### src/rtl/edge_generator.sv
// Converts single-cycle trigger requests into fixed-width pulses, each followed by a guard interval.
// Holds one queued request while busy and counts any further requests as drops.
module edge_generator #(
  parameter logic [15:0] PULSE_WIDTH  = 16'h0100,
  parameter logic [15:0] GUARD_CYCLES = 16'hf00f,
  parameter logic        IDLE_LEVEL   = 1'b1
) (
  input  logic       iCLK,
  input  logic       iRST_n,
  input  logic       iTRIGGER,
  output logic       oOUT,
  output logic       oBUSY,
  output logic       oDONE,
  output logic       oPENDING,
  output logic [7:0] oDROP_CNT
);

  typedef enum logic [1:0] {
    IDLE   = 2'd0,
    ACTIVE = 2'd1,
    GUARD  = 2'd2
  } state_t;

  state_t      state;
  logic [15:0] cnt;
  logic        pending;

  function automatic logic [7:0] sat_inc(input logic [7:0] value);
    return (value == 8'hff) ? value : value + 8'd1;
  endfunction

  always_ff @(posedge iCLK or negedge iRST_n) begin
    if (!iRST_n) begin
      state     <= IDLE;
      cnt       <= 16'd0;
      pending   <= 1'b0;
      oOUT      <= IDLE_LEVEL;
      oBUSY     <= 1'b0;
      oDONE     <= 1'b0;
      oPENDING  <= 1'b0;
      oDROP_CNT <= 8'd0;
    end else begin
      oDONE    <= 1'b0;
      // oPENDING is a registered copy of the slot, so it trails the slot by one cycle
      oPENDING <= pending;
      case (state)
        IDLE: begin
          if (iTRIGGER) begin
            state <= ACTIVE;
            cnt   <= PULSE_WIDTH - 16'd1;
            oOUT  <= ~IDLE_LEVEL;
            oBUSY <= 1'b1;
          end
        end
        ACTIVE: begin
          if (iTRIGGER) begin
            if (pending) oDROP_CNT <= sat_inc(oDROP_CNT);
            else         pending   <= 1'b1;
          end
          if (cnt == 16'd0) begin
            state <= GUARD;
            cnt   <= GUARD_CYCLES - 16'd1;
            oOUT  <= IDLE_LEVEL;
          end else begin
            cnt <= cnt - 16'd1;
          end
        end
        GUARD: begin
          if (cnt == 16'd0) begin
            // terminal cycle: a queued request and a fresh trigger together refill the slot
            oDONE   <= 1'b1;
            pending <= pending & iTRIGGER;
            if (pending || iTRIGGER) begin
              state <= ACTIVE;
              cnt   <= PULSE_WIDTH - 16'd1;
              oOUT  <= ~IDLE_LEVEL;
            end else begin
              state <= IDLE;
              oBUSY <= 1'b0;
            end
          end else begin
            cnt <= cnt - 16'd1;
            if (iTRIGGER) begin
              if (pending) oDROP_CNT <= sat_inc(oDROP_CNT);
              else         pending   <= 1'b1;
            end
          end
        end
        default: begin
          state   <= IDLE;
          cnt     <= 16'd0;
          pending <= 1'b0;
          oOUT    <= IDLE_LEVEL;
          oBUSY   <= 1'b0;
        end
      endcase
    end
  end

endmodule

### config.mk
export PLATFORM = sky130hd
export DESIGN_NAME = edge_generator
export DESIGN_NICKNAME = d
export VERILOG_FILES = /design/src/rtl/edge_generator.sv
export SDC_FILE = /design/constraint.sdc
export NUM_CORES = 1
export LEC_CHECK = 0
export ABC_CLOCK_PERIOD_IN_PS = 2850
export CORE_MARGIN = 3
export CORE_UTILIZATION = 55
export CTS_CLUSTER_DIAMETER = 150
export DETAILED_ROUTE_END_ITERATION = 8
export PLACE_DENSITY_LB_ADDON = 0.15
export SETUP_SLACK_MARGIN = 0.2
export SLEW_MARGIN = 25
export SYNTH_ARGS = -nofsm -noshare
export SYNTH_HDL_FRONTEND = slang
export SYNTH_SLANG_ARGS = --single-unit
### constraint.sdc
create_clock -name iCLK -period 2.85 [get_ports iCLK]
set_clock_uncertainty 0.15 [all_clocks]
set_input_delay 0.57 -clock iCLK [delete_from_list [all_inputs] [get_ports iCLK]]
set_output_delay 0.57 -clock iCLK [all_outputs]
set_load 0.005 [all_outputs]
* Yosys cells after proc, flatten, opt, wreduce, memory -nomap -nowiden
Index checks and enable logic that the tools add are counted.
Storage, ports and cells: register bits 31, logic and storage cells 60, output and inout bits 12, bits of input ports 3
Cells by class: reduce and logical (&&, ||, !) cells 9, bitwise logic cells 2, mux-type cells 29, eq/ne operators 10, add/sub/neg operators 2
Operators by type and width (number):
- 16-bit 2-to-1 mux | 4
- 16-bit one-hot mux with 3 select lines | 1
- 8-bit 2-to-1 mux | 4
- 16-bit zero test | 1
- 8-bit one-hot mux with 2 select lines | 1
- 16-bit by 1-bit subtractor with 16-bit output, second input constant | 1
- 1-bit 2-to-1 mux | 12
- 2-bit inequality test, second input constant | 6
- 1-bit one-hot mux with 3 select lines | 3
- 8-bit by 1-bit adder with 8-bit output, second input constant | 1
- 8-bit equality test, second input constant | 1
- 4-bit AND reduction | 2
- 2-bit 2-to-1 mux | 3
- 2-bit one-hot mux with 3 select lines | 1
- 2-bit AND reduction | 2
- 3-bit inequality test, second input constant | 1
- 3-bit AND reduction | 1
- 2-bit by 1-bit equality test with 1-bit output, second input constant | 1
- 2-bit equality test, second input constant | 1
- 2-bit zero test | 1
- 2-bit nonzero test | 1
- 1-bit AND | 1
- 1-bit logical OR | 1
- 1-bit inverter | 1

* Depth between registers and ports, before layout
Gate-level depths: netlist of run 1.
word-level depth 6, depth in mapped cells 8

* Least setup slack after synthesis of run 1
No wires, ideal clock.
path kind in2reg, start input port iTRIGGER, end register oDROP_CNT[1], stages 5, arrival time 1916 ps, required time 2575 ps, path slack 659 ps, buffers on the path 1, cell sequence clkbuf_1 > nand3_1 > a41o_1 > a21oi_1 > mux2_2
On the way: cells in the longest elaborated chain, start to end 3
Ends and longest elaborated chain:
- start, declared | line 10 | input logic iTRIGGER,
- 8-bit 2-to-1 mux *
- 8-bit 2-to-1 mux
- 8-bit one-hot mux with 2 select lines *
- end signal, assigned | line 57 | if (pending) oDROP_CNT <= sat_inc(oDROP_CNT);
- end signal, assigned | line 84 | if (pending) oDROP_CNT <= sat_inc(oDROP_CNT);
- end, declared | line 15 | output logic [7:0] oDROP_CNT
Every way passes the cells marked *; elsewhere a longest branch is shown, timed or not. The select of a mux whose other input is x is not followed. A chain may end at the register's enable or synchronous reset.

* Worst setup path after layout of run 1
start input port iTRIGGER, end register cnt[12]
On the way: cells in the longest elaborated chain, start to end 3, elaborated cells on any way between the ends 4
Ends and longest elaborated chain:
- 1-bit logical OR | line 73 | if (pending || iTRIGGER) begin
- 3-bit inequality test (no line)
- 2-bit AND reduction (no line) *
- end signal, assigned | line 65 | cnt <= cnt - 16'd1;
- end signal, assigned | line 75 | cnt <= PULSE_WIDTH - 16'd1;
- end signal, assigned | line 82 | cnt <= cnt - 16'd1;
- end, declared | line 25 | logic [15:0] cnt;
Every way passes the cells marked *; elsewhere a longest branch is shown, timed or not.

==> qor.yml, run 1 <==
final_layout:
  layout-drive-gt1-share_pct: 13.7
  area_delta_synth_final_pct: 16.7
  n_fill_cell: 269
  diodes: 0
  nNetsFinal: 214
clock_network:
  post_cts_buffers: 0
  clkLatencyLatePin_ps: 330
  cts_sinks: 31
  cts_tree: "done"
  clock_path_buffers: 2
  post_cts_resized: 0
  cts-root-buf: "clkbuf_4"
  cts_made_buffers: 5
  path_clk_slew_ps: 100
  h-tree-depth: 2
  cts_hold_buffers: 0
worst_setup_path:
  cp.arrival_ps: 2610
  crit_start: "iTRIGGER"
  reg2reg_to: "cnt[7]"
  cp.depth: 6
  worstSetupPathType: "input port to register"
  start_kind: "input port"
  crit_family: "buffers and inverters"
  reg2reg_setup_slack_ps: 430
  endpoint: "cnt[12]"
  critical-path-max-stage-delay_ps: 770
  critical_path.max_fanout: 11
  r2r-start: "cnt[0]"
  crit_chain: "clkdlybuf4s50_1, nand2b_1, nand3b_1, o32ai_1, o311ai_0, nand3_1"
  worst_ep_required_time_ps: 2980
  crit_path_end_kind: "register"
  crit_slowest_cell: "clkdlybuf4s50_1"
  path_buf_inv: 1
  r2r_cells: 8
detailed_routing:
  vias: 1551
  ant_nets: 0
  post_drt_wl_per_cell_um: 17.0
  wl_mm: 4.23
  drtPass1Iterations: 4
  drc: 0
  drt-initial-drc-count: 149
  vias_per_cell: 6.23
yosys:
  synth_ff_type: "dfrtp_1"
  yosys-top-cells-count: "dfrtp_1, a21oi_1, nand2_1"
  ys_warn_count: 0
  ys_types: 57
  synth_area_leader_cell: "dfrtp_1"
  synth_mux_area_share_pct: 1.21
  ys_top_cells_by_area: "dfrtp_1, ha_1, a21oi_1"
  syn-instance-count: 184
  synth_compound_area_share_pct: 23.8
  synth-edff-count: 0
  yosys.area_share.adder_pct: 4.70
  ys_seq_area_share_pct: 41.7
  synth-seq-cells: 31
  synth_nets: 194
  ys_async_sr_fraction_pct: 100
  synth_simple_gate_area_share_pct: 21.8
  avgSynthCellArea_um2: 10.1
  synth.cell_area_um2: 1860
  synth_xor_area_share_pct: 3.29
  synth_most_common_cell: "dfrtp_1"
  synth_top_family_by_area: "compound AO/OA/AOI/OAI gates"
  synth.top_cell.area_share_pct: 40.3
global_routing:
  grt.total_usage_pct: 22.3
  grt_pass1_wl_mm: 7.09
  grt_max_degree: 32
  antenna_found_initial: 0
  grt_remaining_overflow: 0
  grt_pass1_vias: 1507
sta:
  period_share_pct: 87.1
  holdWs_ps: 336
  setup_viol: 0
  timing.fmax_ghz: 0.403
  finalHoldViolCount: 0
  tns_ps: 0
  rsz0062_at_grt: "no"
  slew_headroom_pct: 57.5
  drv_slew: 0
  tightest_slew_ps: 635
  fin_crit_ps: 2480
pwr:
  combPwrFrac_pct: 43.3
  p_switching_mw: 0.764
  swShare_pct: 39.8
  intPower_mw: 1.16
  vdd_ir_drop_max_mv: 0.555
  clockPowerShare_pct: 18.8
  p_per_area_nw_per_um2: 883
  power_frac_seq_pct: 37.9
  cellLeakagePower_nw: 0.934
floorplan:
  die_h_um: 64.2
  rows: 20
  dieArea_um2: 4120
  ioPinCount: 15
  start_util_pct: 59.1
  core_area_um2: 3150
  die_w_um: 64.2
placement:
  hpwl_mm: 2.89
  port_buffers: 14
  gp_congestion: 0.839
min_path:
  holdCritStartpoint: "oDROP_CNT[5]"
  hp-class: "register to register"
run:
  maxCapViolCount: 0
status:
  outcome: "finished clean"
## through the flow
stage / std cells / power [mW] / setup WS [ps] / instance area (µm²) / utilization, %
after floorplan: 184 / 1.28 / 659 / 1860 / -
after global placement: 240 / 1.50 / 241 / 2060 / 65.3
after detailed placement: 240 / 1.55 / 187 / 2060 / 65.3
after CTS: 248 / 1.91 / 219 / 2150 / 68.1
after global routing: 249 / 2.06 / 268 / 2170 / 68.9
final: 249 / 1.92 / 367 / 2170 / 68.9
## per-layer routing
metal	wire [µm]	vias up	global-route usage [%]	part of all wire, %
met1	1900	765	28.4	45
met5	0	-	0	0
met2	2060	36	37.0	49
met4	57	0	6.07	1.3
met3	213	8	6.15	5.0
li1	-	742	-	-
## cell families after synthesis
logic type               after synthesis
XOR/XNOR                               7
AO/OA/AOI/OAI                         61
flip-flops                            31
multiplexers                           2
AND/OR/NAND/NOR                       61
buffers and inverters                 15
adder cells (fa/ha/maj)                7
## power groups by stage
stage               logic [mW]  clock network (mW)  registers, mW
global placement         0.780                   0          0.720
CTS                      0.812               0.369          0.726
detailed placement       0.810                   0          0.736
finish                   0.830               0.361          0.728
floorplan                0.580                   0          0.702
global route             0.920               0.392          0.750
## cell type report
cell class | instances | area, µm² | area share, %
inverters | 8 | 30.0 | 1.38
clock buffers | 6 | 51.3 | 2.36
well taps | 44 | 55.1 | 2.53
clock inverters | 2 | 35.0 | 1.61
flip-flops and latches | 31 | 777 | 35.8
repair buffers | 19 | 178 | 8.18
multi-input cells | 139 | 1050 | 48.2
## worst min path at each step
stage	depth (start not counted)	slack, ps	end
floorplan	0	120	cnt[0]
global placement	1	330	oDROP_CNT[5]
detailed placement	1	330	oDROP_CNT[5]
CTS	1	350	oDROP_CNT[5]
global route	1	370	oDROP_CNT[5]
finish	1	340	oDROP_CNT[5]
## worst reg2reg max path, stage by stage (launching register included)
cell and delay (ps):
dfrtp_1 430, inv_1 90, ha_1 170, nor3b_2 280
nand4_4 180, buf_4 220, a211oi_2 460, a311oi_1 100
o22a_1 220
## cell usage in the layout, fill, tap and decap left out, types with 3 or more instances in the layout
cell type / instances
a21o_1: 6
a21oi_1: 13
a311oi_1: 3
buf_4: 5
clkbuf_4: 5
clkdlybuf4s50_1: 14
dfrtp_1: 30
ha_1: 7
inv_1: 8
nand2_1: 12
nand3_1: 7
nor2_1: 8
nor3_1: 6
o21ai_0: 6
o21ai_1: 4
o22a_1: 7
xnor2_1: 5
## flip-flops by register name (all words and copies together) (netlist names)
register and count:
oOUT 1, pending 1, oDROP_CNT 8, state 2, oDONE 1, oBUSY 1
cnt 16, oPENDING 1
No activity file was read; power rests on OpenSTA's default activity.
==> inputs of run 2 (changes only) <==
GPL_TIMING_DRIVEN = 0   (was default)
==> run 2 against run 1 <==
Compared with the run above: setup slack gained 19 ps; highest routed layer unchanged; fmax grew 0.75%; critical endpoint is now cnt[7]; utilization shrank 0.48 points; clock-buffer cell count is the same; clock power is essentially flat; critical path type is now register to register.
==> qor.yml, run 2 (synthesized netlist as in run 1, its figures left out) <==
detailed_routing:
  drc: 0  # unchanged
  drtPass1Iterations: 4  # unchanged
  ant_nets: 0  # unchanged
  post_drt_wl_per_cell_um: 17.4  # was 17.0 µm
  vias: 1596  # was 1551
  drt-initial-drc-count: 195  # was 149
  vias_per_cell: 6.36  # was 6.23
  wl_mm: 4.37  # was 4.23 mm
sta:
  tightest_slew_ps: 695  # was 635 ps
  slew_headroom_pct: 53.6  # was 57.5%
  tns_ps: 0  # unchanged
  period_share_pct: 86.5  # was 87.1%
  rsz0062_at_grt: "no"  # unchanged
  fin_crit_ps: 2460  # was 2480 ps
  timing.fmax_ghz: 0.406  # was 0.403 GHz
  setup_viol: 0  # unchanged
  finalHoldViolCount: 0  # unchanged
  setup_ws_ps: 386  # was 367 ps
  drv_slew: 0  # unchanged
pwr:
  intPower_mw: 1.16  # about the same
  p_switching_mw: 0.777  # was 0.764 mW
  clockPowerShare_pct: 18.7  # was 18.8%
  cellLeakagePower_nw: 0.942  # was 0.934 nW
  p_per_area_nw_per_um2: 898  # was 883 nW/µm²
  vdd_ir_drop_max_mv: 0.488  # was 0.555 mV
  swShare_pct: 40.1  # was 39.8%
  combPwrFrac_pct: 43.9  # was 43.3%
  p_total_mw: 1.94  # was 1.92 mW
  power_frac_seq_pct: 37.4  # was 37.9%
min_path:
  hp-class: "input port to asynchronous set/reset pin"  # was register to register
floorplan:
  die_h_um: 64.2  # unchanged
  dieArea_um2: 4120  # unchanged
  core_area_um2: 3150  # unchanged
  start_util_pct: 59.1  # unchanged
  die_w_um: 64.2  # unchanged
  ioPinCount: 15  # unchanged
  rows: 20  # unchanged
final_layout:
  nNetsFinal: 216  # was 214
  largest-register: "cnt"  # unchanged
  diodes: 0  # unchanged
  n_fill_cell: 260  # was 269
  fin_area_um2: 2160  # was 2170 µm²
  largest_reg_flops: 16  # unchanged
  area_delta_synth_final_pct: 15.8  # was 16.7%
  final_common_cell: "dfrtp_1"  # unchanged
  layout-drive-gt1-share_pct: 13.5  # was 13.7%
  reg.largest.list: "cnt (16), oDROP_CNT (8), state (2)"  # unchanged
  mostFrequentLayoutCells: "dfrtp_1, a21oi_1, nand2_1, clkdlybuf4s50_1"  # was dfrtp_1, clkdlybuf4s50_1, a21oi_1, nand2_1
worst_setup_path:
  r2r_cells: 6  # was 8
  worstSetupPathType: "register to register"  # was input port to register
  crit_path_end_kind: "register"  # unchanged
  cp.arrival_ps: 2540  # was 2610 ps
  start_kind: "register"  # was input port
  crit_chain: "nor4_4, nand4_4, o31ai_4, buf_4, a21oi_1, o22a_1"  # was clkdlybuf4s50_1, nand2b_1, nand3b_1, o32ai_1, o311ai_0, nand3_1
  r2r-start: "cnt[3]"  # was cnt[0]
  crit_family: "simple AND/OR/NAND/NOR gates"  # was buffers and inverters
  crit_start: "cnt[3]"  # was iTRIGGER
  worst_ep_required_time_ps: 2930  # was 2980 ps
  reg2reg_setup_slack_ps: 390  # was 430 ps
  endpoint: "cnt[7]"  # was cnt[12]
  critical_path.max_fanout: 10  # was 11
  cp.depth: 6  # unchanged
  path_buf_inv: 1  # unchanged
  reg2reg_to: "cnt[7]"  # unchanged
  crit_slowest_cell: "nor4_4"  # was clkdlybuf4s50_1
  critical-path-max-stage-delay_ps: 510  # was 770 ps
global_routing:
  grt.total_usage_pct: 23.5  # was 22.3%
  antenna_found_initial: 0  # unchanged
  grt_max_degree: 32  # unchanged
  grt_remaining_overflow: 0  # unchanged
  grt_pass1_vias: 1608  # was 1507
  grt_pass1_wl_mm: 7.57  # was 7.09 mm
clock_network:
  clock_path_buffers: 2  # unchanged
  clkLatencyLatePin_ps: 340  # was 330 ps
  h-tree-depth: 2  # unchanged
  path_clk_slew_ps: 100  # about the same
  cts_made_buffers: 5  # unchanged
  cts-root-buf: "clkbuf_4"  # unchanged
  cts_tree: "done"  # unchanged
  cts_sinks: 31  # unchanged
run:
  maxCapViolCount: 0  # unchanged
placement:
  port_buffers: 13  # was 14
  hpwl_mm: 3.12  # was 2.89 mm
  dpl-instance-area_um2: 2040  # was 2060 µm²
  post-place-ws_ps: 326  # was 187 ps
  gp_congestion: 0.850  # was 0.839
status:
  outcome: "finished clean"  # unchanged
==> run 2: worst min path at each step <==
| stage | start | end | slack (ps) | cells after the start |
|---|---|---|---|---|
| after floorplan | iRST_n | cnt[0] | 120 | 0 |
| after global placement | oDROP_CNT[5] | oDROP_CNT[5] | 330 | 1 |
| after detailed placement | oDROP_CNT[7] | oDROP_CNT[7] | 340 | 1 |
| after CTS | iRST_n | cnt[12] | 130 | 1 |
| after global routing | iRST_n | state[0] | 140 | 1 |
| final | iRST_n | cnt[12] | 100 | 1 |
==> run 2: power by group through the flow <==
stage          logic [mW]  registers (mW)  clock network [mW]
3_3_place_gp        0.786           0.718                   0
6_report            0.851           0.725               0.362
5_1_grt             0.946           0.745               0.389
3_5_place_dp        0.821           0.731                   0
2_1_floorplan       0.580           0.702                   0
4_1_cts             0.828           0.721               0.370
==> run 2: timing repair <==
item                                    CTS  global route
hold buffers                              0             0
gates resized for setup                   0             2
buffers inserted                          0             2
hold endpoints to repair                  0             0
endpoints found under the setup margin    0            11
==> run 2: per-layer routing <==
| metal | GRT usage, % | share of wire, % | routed length (µm) |
|---|---|---|---|
| met4 | 12.9 | 3.4 | 149 |
| met1 | 29.9 | 45 | 1970 |
| met3 | 5.27 | 4.4 | 193 |
| met5 | 0 | 0 | 0 |
| met2 | 36.8 | 47 | 2060 |
==> run 2: cell type report <==
class | instances | area, µm² | share of cell area, %
sequential | 31 | 777 | 36.0
multi-input combinational | 138 | 1030 | 47.9
buffer | 7 | 36.3 | 1.68
inverter | 8 | 30.0 | 1.39
timing repair buffer | 15 | 140 | 6.49
clock buffer | 6 | 51.3 | 2.38
clock inverter | 2 | 35.0 | 1.62
tap | 44 | 55.1 | 2.55
==> run 2: stage by stage <==
| stage | hold WS, ps | std cells | utilization [%] |
|---|---|---|---|
| after floorplan | 124 | 184 | - |
| after global placement | 330 | 241 | 65.0 |
| after detailed placement | 344 | 241 | 64.8 |
| after CTS | 127 | 249 | 67.5 |
| after global routing | 141 | 251 | 68.5 |
| final | 103 | 251 | 68.5 |
